<file path="config.mk">
export PLATFORM = sky130hd
export DESIGN_NAME = multicycle_ctrl
export DESIGN_NICKNAME = d
export VERILOG_FILES = /design/src/rtl/multicycle_ctrl.sv
export SDC_FILE = /design/constraint.sdc
export NUM_CORES = 1
export LEC_CHECK = 0
export ABC_CLOCK_PERIOD_IN_PS = 2400
export CAP_MARGIN = 20
export CORE_MARGIN = 4
export CORE_UTILIZATION = 32
export CTS_CLUSTER_DIAMETER = 60
export CTS_CLUSTER_SIZE = 16
export DETAILED_ROUTE_END_ITERATION = 8
export PLACE_DENSITY_LB_ADDON = 0.08
export SYNTH_ARGS = -nofsm -noshare
export SYNTH_HDL_FRONTEND = slang
export SYNTH_SLANG_ARGS = --single-unit
</file>
<file path="constraint.sdc">
create_clock -name CLK -period 2.4 [get_ports CLK]
set_input_delay 0.36 -clock CLK [delete_from_list [all_inputs] [get_ports CLK]]
set_output_delay 0.36 -clock CLK [all_outputs]
set_load 0.005 [all_outputs]
</file>
<file path="src/rtl/multicycle_ctrl.sv">
// Multi-cycle sequencer for the 8-bit CPU datapath: fetch/decode/exec/mem phases,
// ready/valid memory handshakes with wait-state timeouts, and datapath control fields.
module multicycle_ctrl #(
  parameter int unsigned TIMEOUT = 8,
  parameter int unsigned PC_STEP = 2
) (
  input  logic        CLK,
  input  logic        RESET,
  input  logic        EN_L,
  input  logic [15:0] IMEM_DATA,
  input  logic        IMEM_RDY,
  input  logic        DMEM_RDY,
  output logic        IMEM_REQ,
  output logic        DMEM_REQ,
  output logic        PC_INC,
  output logic [7:0]  PC,
  output logic [15:0] IR,
  output logic [2:0]  SA,
  output logic [2:0]  SB,
  output logic [2:0]  DR,
  output logic        LD,
  output logic        MW,
  output logic        MB,
  output logic        MD,
  output logic [2:0]  FS,
  output logic [5:0]  IMM,
  output logic [2:0]  STATE,
  output logic        ERR
);

  localparam int unsigned CW = 8;
  localparam int unsigned PW = 8;
  localparam int unsigned IW = 16;
  localparam logic [CW-1:0] CNT_LAST = CW'(TIMEOUT - 1);
  localparam logic [PW-1:0] PC_ADD   = PW'(PC_STEP);

  localparam logic [3:0] OP_LB   = 4'h2;
  localparam logic [3:0] OP_SB   = 4'h4;
  localparam logic [3:0] OP_ADDI = 4'h5;
  localparam logic [3:0] OP_ANDI = 4'h6;
  localparam logic [3:0] OP_ORI  = 4'h7;
  localparam logic [3:0] OP_ALU  = 4'hF;

  typedef enum logic [2:0] {
    S_IDLE   = 3'd0,
    S_FETCH  = 3'd1,
    S_DECODE = 3'd2,
    S_EXEC   = 3'd3,
    S_MEM    = 3'd4,
    S_ERROR  = 3'd7
  } state_e;

  state_e          state_q, state_d, boundary_c;
  logic [CW-1:0]   cnt_q, cnt_d, cnt_inc_c;
  logic [PW-1:0]   pc_q, pc_d;
  logic [IW-1:0]   ir_q, ir_d;
  logic            err_q, err_d;
  logic            fields_en_c;

  logic [3:0]      opcode_c;
  logic [2:0]      dec_sa_c, dec_sb_c, dec_dr_c, dec_fs_c;
  logic [5:0]      dec_imm_c;
  logic            dec_mb_c, wr_exec_c, is_lb_c, is_sb_c;

  assign opcode_c   = ir_q[15:12];
  assign cnt_inc_c  = cnt_q + CW'(1);
  assign boundary_c = EN_L ? S_IDLE : S_FETCH;

  // Instruction decode; unknown opcodes fall through as NOP with ALU-row fields
  always_comb begin
    dec_sa_c  = ir_q[11:9];
    dec_sb_c  = ir_q[8:6];
    dec_dr_c  = ir_q[5:3];
    dec_fs_c  = ir_q[2:0];
    dec_imm_c = '0;
    dec_mb_c  = 1'b0;
    wr_exec_c = 1'b0;
    is_lb_c   = 1'b0;
    is_sb_c   = 1'b0;
    case (opcode_c)
      OP_ALU: wr_exec_c = 1'b1;
      OP_ADDI, OP_ANDI, OP_ORI: begin
        dec_sb_c  = '0;
        dec_dr_c  = ir_q[8:6];
        dec_imm_c = ir_q[5:0];
        dec_mb_c  = 1'b1;
        wr_exec_c = 1'b1;
        dec_fs_c  = (opcode_c == OP_ANDI) ? 3'b101 :
                    (opcode_c == OP_ORI)  ? 3'b110 : 3'b000;
      end
      OP_LB: begin
        dec_sb_c  = '0;
        dec_dr_c  = ir_q[8:6];
        dec_imm_c = ir_q[5:0];
        dec_mb_c  = 1'b1;
        dec_fs_c  = 3'b000;
        is_lb_c   = 1'b1;
      end
      OP_SB: begin
        dec_dr_c  = '0;
        dec_imm_c = ir_q[5:0];
        dec_mb_c  = 1'b1;
        dec_fs_c  = 3'b000;
        is_sb_c   = 1'b1;
      end
      default: ;
    endcase
  end

  // Next-state, handshake strobes and datapath controls
  always_comb begin
    state_d     = state_q;
    cnt_d       = cnt_q;
    ir_d        = ir_q;
    err_d       = err_q;
    IMEM_REQ    = 1'b0;
    DMEM_REQ    = 1'b0;
    PC_INC      = 1'b0;
    LD          = 1'b0;
    MW          = 1'b0;
    MD          = 1'b0;
    fields_en_c = 1'b0;
    case (state_q)
      S_IDLE: begin
        cnt_d = '0;
        if (!EN_L) state_d = S_FETCH;
      end
      S_FETCH: begin
        IMEM_REQ = 1'b1;
        if (IMEM_RDY) begin
          ir_d    = IMEM_DATA;
          cnt_d   = '0;
          state_d = S_DECODE;
        end else begin
          cnt_d = cnt_inc_c;
          if (cnt_inc_c == CNT_LAST) begin
            state_d = S_ERROR;
            err_d   = 1'b1;
          end
        end
      end
      S_DECODE: begin
        fields_en_c = 1'b1;
        state_d     = S_EXEC;
      end
      S_EXEC: begin
        fields_en_c = 1'b1;
        if (is_lb_c || is_sb_c) begin
          cnt_d   = '0;
          state_d = S_MEM;
        end else begin
          PC_INC  = 1'b1;
          LD      = wr_exec_c;
          state_d = boundary_c;
        end
      end
      S_MEM: begin
        fields_en_c = 1'b1;
        DMEM_REQ    = 1'b1;
        MW          = is_sb_c;
        if (DMEM_RDY) begin
          PC_INC  = 1'b1;
          LD      = is_lb_c;
          MD      = is_lb_c;
          cnt_d   = '0;
          state_d = boundary_c;
        end else begin
          cnt_d = cnt_inc_c;
          if (cnt_inc_c == CNT_LAST) begin
            state_d = S_ERROR;
            err_d   = 1'b1;
          end
        end
      end
      S_ERROR: err_d = 1'b1;
      default: state_d = S_IDLE;
    endcase
    SA  = fields_en_c ? dec_sa_c  : '0;
    SB  = fields_en_c ? dec_sb_c  : '0;
    DR  = fields_en_c ? dec_dr_c  : '0;
    FS  = fields_en_c ? dec_fs_c  : '0;
    IMM = fields_en_c ? dec_imm_c : '0;
    MB  = fields_en_c & dec_mb_c;
  end

  assign pc_d = PC_INC ? (pc_q + PC_ADD) : pc_q;

  always_ff @(posedge CLK or posedge RESET) begin
    if (RESET) begin
      state_q <= S_IDLE;
      cnt_q   <= '0;
      pc_q    <= '0;
      ir_q    <= '0;
      err_q   <= 1'b0;
    end else begin
      state_q <= state_d;
      cnt_q   <= cnt_d;
      pc_q    <= pc_d;
      ir_q    <= ir_d;
      err_q   <= err_d;
    end
  end

  assign STATE = state_q;
  assign PC    = pc_q;
  assign IR    = ir_q;
  assign ERR   = err_q;

endmodule

</file>
[Word level (Yosys, flattened, before mapping)]
Cells that the tools add are included.
Storage, ports and cells
  register bits after elaboration: 36
  word-level logic and storage cells: 80
  output and inout port bits: 53
Cells by class
  equal/unequal tests: 16
  reduce and logical (&&, ||, !) cells: 14
  add/subtract/negate cells: 2
  multiplexer cells: 41
  bitwise logic cells: 2
Operators with widths (count)
  $mux 3: 12
  $pmux 8 s4: 1
  $mux 8: 3
  $pmux 3 s6: 1
  $mux 1: 17
  $eq 4x3->1 const B: 4
  $mux 6: 2
  $pmux 3 s2: 2
  $add 8x1->8 const B: 1
  $add 8x2->8 const B: 1
  $eq 8x3->1 const B: 1
  $ne 2x2->1 const B: 4
  $reduce_or 4->1: 2
  $eq 3x2->1 const B: 2
  $eq 3x3->1 const B: 2
  $reduce_and 2->1: 3
  $reduce_or 3->1: 2
  $reduce_or 5->1: 1
  $eq 4x2->1 const B: 1
  $eq 4x4->1 const B: 1
  $pmux 1 s2: 2
  $reduce_bool 4->1: 1
  $eq 3x1->1 const B: 1
  $logic_not 3->1: 1
  7 further kinds: 7

[Longest topological paths before layout]
  depth in word-level cells: 5
  depth in mapped cells: 7
  mapped depth without buffers: 7

[Least setup slack after synthesis]
No wires, ideal clock.
  path type: reg-to-output
  from: register state_q[2], in the netlist STATE[2]
  to: output port LD
  slack: 684 ps
  path buffers: 0
  data required time: 2040 ps
  arrival time: 1356 ps
  cell stages (with the launch flop): 6
  cells stage by stage: dfrtp_1 inv_2 nor3_4 nand2_1 nor4_2 a41o_1
On the way
  word-level cells in the longest chain between the ends: 2
  elaborated cells on any way between the ends: 3
  classes of those cells: eq/ne: 2; mux: 1
Ends and longest elaborated chain
  start, declared: RTL line 53  | state_e state_q, state_d, boundary_c;
  start signal, assigned: RTL line 196  | state_q <= state_d;
  $eq 3x3->1 / $eq 3x2->1 (equally long branches): RTL line 123  | case (state_q)
  $pmux 1 s2 (*): RTL line 123
  end, declared: RTL line 21  | output logic LD,
Every way passes the cells marked *; elsewhere a longest branch is shown, timed or not.

[Worst setup path in the final report]
  from: register ir_q[13], in the netlist IR[13]
  to: output port DR[1]
On the way
  word-level cells in the longest chain between the ends: 4
  elaborated cells on any way between the ends: 8
  classes of those cells: eq/ne: 5; mux: 2; reduce/logical: 1
Ends and longest elaborated chain
  start, declared: RTL line 56  | logic [IW-1:0] ir_q, ir_d;
  start signal, assigned: RTL line 199  | ir_q <= ir_d;
  $eq 4x3->1 / $eq 4x2->1 (equally long branches): RTL line 80  | case (opcode_c)
  $reduce_or 4->1 (no line)
  $pmux 3 s2 (*): RTL line 80
  $mux 3 (*): RTL line 180  | DR = fields_en_c ? dec_dr_c : '0;
  end, declared: RTL line 20  | output logic [2:0] DR,
Marked as above.

==> reports/metrics.cfg <==
[synthesis]
synthesis.area_sq_um=2041
yosys_register_bits=35
synth.avg_cell_area_sq_um=9.955
netlist.area_leader.share_pct=42.92
synth-async-reset-ratio_pct=100.0
synthesis.nets=229
netlist_top_cells_area=sky130_fd_sc_hd__dfrtp_1, sky130_fd_sc_hd__mux2_2, sky130_fd_sc_hd__and2_1, sky130_fd_sc_hd__xnor2_1, sky130_fd_sc_hd__nor2_1
post_synth_inst_count=205
synth_warnings=0
post_synthesis_sequential_area_ratio_pct=42.92
ys_dominant_reg_cell=sky130_fd_sc_hd__dfrtp_1
synth_cell_types=47
number_of_enable_flip_flop_cells_after_synthesis=0
synthDominantAreaCellType=sky130_fd_sc_hd__dfrtp_1

[grt]
global_route_wire_length_before_repair_mm=8.404
grt_start_max_net_pins=36
grt_util_all_layers_pct=13.89
number_of_global_route_vias_before_repair=1694
initial_antenna_violation_count=0
grt_remaining_overflow=0

[sta]
max_transition_viols_final=0
whs_ns=0.4699
final_tns_setup_ns=0
final.period_utilization_pct=94.24
rsz0062_at_grt=no
skew_ns=0.003317
setup_viol=0
minimum_clock_period_after_layout_ns=2.262
achievable-frequency_ghz=0.4421
finalHoldViolCount=0

[power_and_ir_drop]
total_power_mw=3.679
total_leakage_power_nw=1.453
power_density_nw_per_um2=1180
worst_ir_drop_vdd_mv=0.4534

[worst_setup_path]
endpoint_kind=output pin
critical_path_buf_inv_count=2
timing.critical_path.cells=or2b_1 > a21oi_1 > buf_4 > a22oi_1 > nor2_1 > clkdlybuf4s50_1
crit_path_start_kind=flop
critPathMaxStageDelay_ns=0.50
cpLargestDelayFamily=buffers and inverters
crit_arrival_ns=1.90
critical_path.slowest_cell=sky130_fd_sc_hd__clkdlybuf4s50_1
rrSetupSlack_ns=0.54
worstPathMaxFanout=7
wp_data_required_ns=2.04
worstRegToRegCells=7
critical_path.reg2reg.startpoint=cnt_q[0]$_DFFE_PP0P_
worstSetupStartpoint=IR[13]$_DFFE_PP0P_
critical_path.reg2reg.endpoint=STATE[1]$_DFFE_PP0P_
type_of_the_setup_path_with_the_least_slack=reg2out

[min_path]
worst_hold_path.num_cells=1
min_delay_worst_endpoint=PC[7]$_DFFE_PP0P_
worst_hold_path_type=reg2reg
worst_hold_startpoint=PC[7]$_DFFE_PP0P_

[drt]
drc_errors=0
routed_via_density=4.841
number_of_nets_with_antenna_violations_after_detailed_routing=0
routed_wl_mm=5.153
drt-initial-drc-count=9
wire_per_inst_um=13.89
drt_first_pass_iters=3
vias=1796

[finish]
final_nets=319
layout.cells.most_common=sky130_fd_sc_hd__clkdlybuf4s50_1
count_of_antenna_diodes_in_the_layout=0
final_design_area_no_fill_sq_um=3117
final_core_utilization_pct=51.42
final.fill_count=556
final_cell_mix=sky130_fd_sc_hd__clkdlybuf4s50_1, sky130_fd_sc_hd__dfrtp_1, sky130_fd_sc_hd__buf_4
syn_to_final_growth_pct=52.73
final_layout_size_suffix_gt1_share_pct=22.97

[clocking]
clock_latency_at_the_later_pin_of_the_worst_skew_pair_ns=0.28
clock_tree.htree_level_count=2
tritoncts_clock_tree=done
path_clk_slew_ns=0.07
cts_buffers=5
clock_tree.root_cell=sky130_fd_sc_hd__clkbuf_8
ctsLongestPathBuffers=2
cts_hold_buf=0
cts.sink_count=35

[placement]
gp_congestion=0.7754
place.detailed.hpwl_mm=3.930
place_area_sq_um=2898
port-buffer-count=72

[floorplanning]
row_count=28
initial_utilization_pct=33.67
die_wd_um=87.86
num_io_pins=74
dieArea_sq_um=7719
core_area_sq_um=6061
chipHeight_um=87.86

[job]
timing.max_cap.violations=0

[run_status]
outcome=finished clean

report_power, final:
group,total [mW],internal [mW],switching [mW]
Sequential,1.12,0.826,0.292
Clock,0.414,0.203,0.211
Combinational,2.15,1.30,0.846
metrics by stage:
| step | instances | worst slack [ns] |
|---|---|---|
| after floorplan | 205 | 0.6838 |
| after global placement | 354 | -0.02752 |
| after detailed placement | 354 | -0.06016 |
| after CTS | 362 | 0.01943 |
| after global routing | 371 | 0.009389 |
| final | 371 | 0.1383 |
logic make-up (layout without fill, tap and decap cells):
group,after synthesis,after routing,synth area share [%]
xor gates and xnor gates,11,11,5.089
muxes,17,17,9.381
buffers and inverters,16,107,3.616
AOI/OAI and AO/OA,45,45,14.90
DFF,35,35,42.92
and+or+nand+nor,77,77,22.07
adders and majority gates,3,3,1.840
other,1,1,0.1838
per-layer routing:
layer,track usage (%),share of wire [%],vias up,wire length [um]
met5,0,0,-,0
li1,-,-,906,-
met2,24.18,49,40,2547
met4,4.045,1.6,0,81
met1,16.60,42,843,2189
met3,4.045,6.5,7,335
state kept, by name, summed over array words and instances (netlist names):
register and flops:
ERR 1, IR 16, PC 7, STATE 3
cnt_q 8
area by class of cell:
| class | instances | area, sq um | share of cell area (%) |
|---|---|---|---|
| flip-flops and latches | 35 | 880.8 | 28.26 |
| well taps | 75 | 93.84 | 3.011 |
| repair buffers | 94 | 917.1 | 29.43 |
| clock inverters | 2 | 12.51 | 0.4014 |
| multi-input cells | 154 | 1121 | 35.97 |
| clock buffers | 6 | 72.57 | 2.328 |
| inverters | 5 | 18.77 | 0.6022 |
worst reg2reg max path, cell delays in order, from the launching register on:
cell,delay (ns)
sky130_fd_sc_hd__dfrtp_1,0.41
sky130_fd_sc_hd__ha_1,0.26
sky130_fd_sc_hd__and3_4,0.21
sky130_fd_sc_hd__nand3_1,0.09
sky130_fd_sc_hd__xor2_1,0.22
sky130_fd_sc_hd__and4b_4,0.29
sky130_fd_sc_hd__a21oi_1,0.07
sky130_fd_sc_hd__a22oi_1,0.21
synthesized netlist by cell type (2+ instances only):
library cell                n
sky130_fd_sc_hd__a21oi_1    9
sky130_fd_sc_hd__a22oi_1    5
sky130_fd_sc_hd__and2_1    12
sky130_fd_sc_hd__and3_1     3
sky130_fd_sc_hd__buf_2      5
sky130_fd_sc_hd__buf_4      2
sky130_fd_sc_hd__clkbuf_1   4
sky130_fd_sc_hd__dfrtp_1   35
sky130_fd_sc_hd__ha_1       3
sky130_fd_sc_hd__inv_1      4
sky130_fd_sc_hd__mux2_2    16
sky130_fd_sc_hd__nand2_1   14
sky130_fd_sc_hd__nand2b_1   2
sky130_fd_sc_hd__nand3_1    6
sky130_fd_sc_hd__nand4_1    3
sky130_fd_sc_hd__nor2_1    18
sky130_fd_sc_hd__nor2b_1    7
sky130_fd_sc_hd__nor3_4     2
sky130_fd_sc_hd__o21ai_0    9
sky130_fd_sc_hd__o21ai_1    7
sky130_fd_sc_hd__o22ai_1    2
sky130_fd_sc_hd__o31ai_1    4
sky130_fd_sc_hd__xnor2_1    8
sky130_fd_sc_hd__xor2_1     2
repair_timing:
action | CTS | global route
setup buffers | 0 | 9
setup endpoints to repair | 20 | 16
pin swaps | 2 | 4
gates resized for setup | 5 | 19
how the worst max path moves through the flow:
stage               depth (start not counted)  endpoint
global placement                            7    IMM[4]
floorplan                                   5        LD
CTS                                         5     FS[2]
finish                                      6     DR[1]
detailed placement                          7    IMM[4]
global route                                7        MB
(Power assumes the default switching activity.)
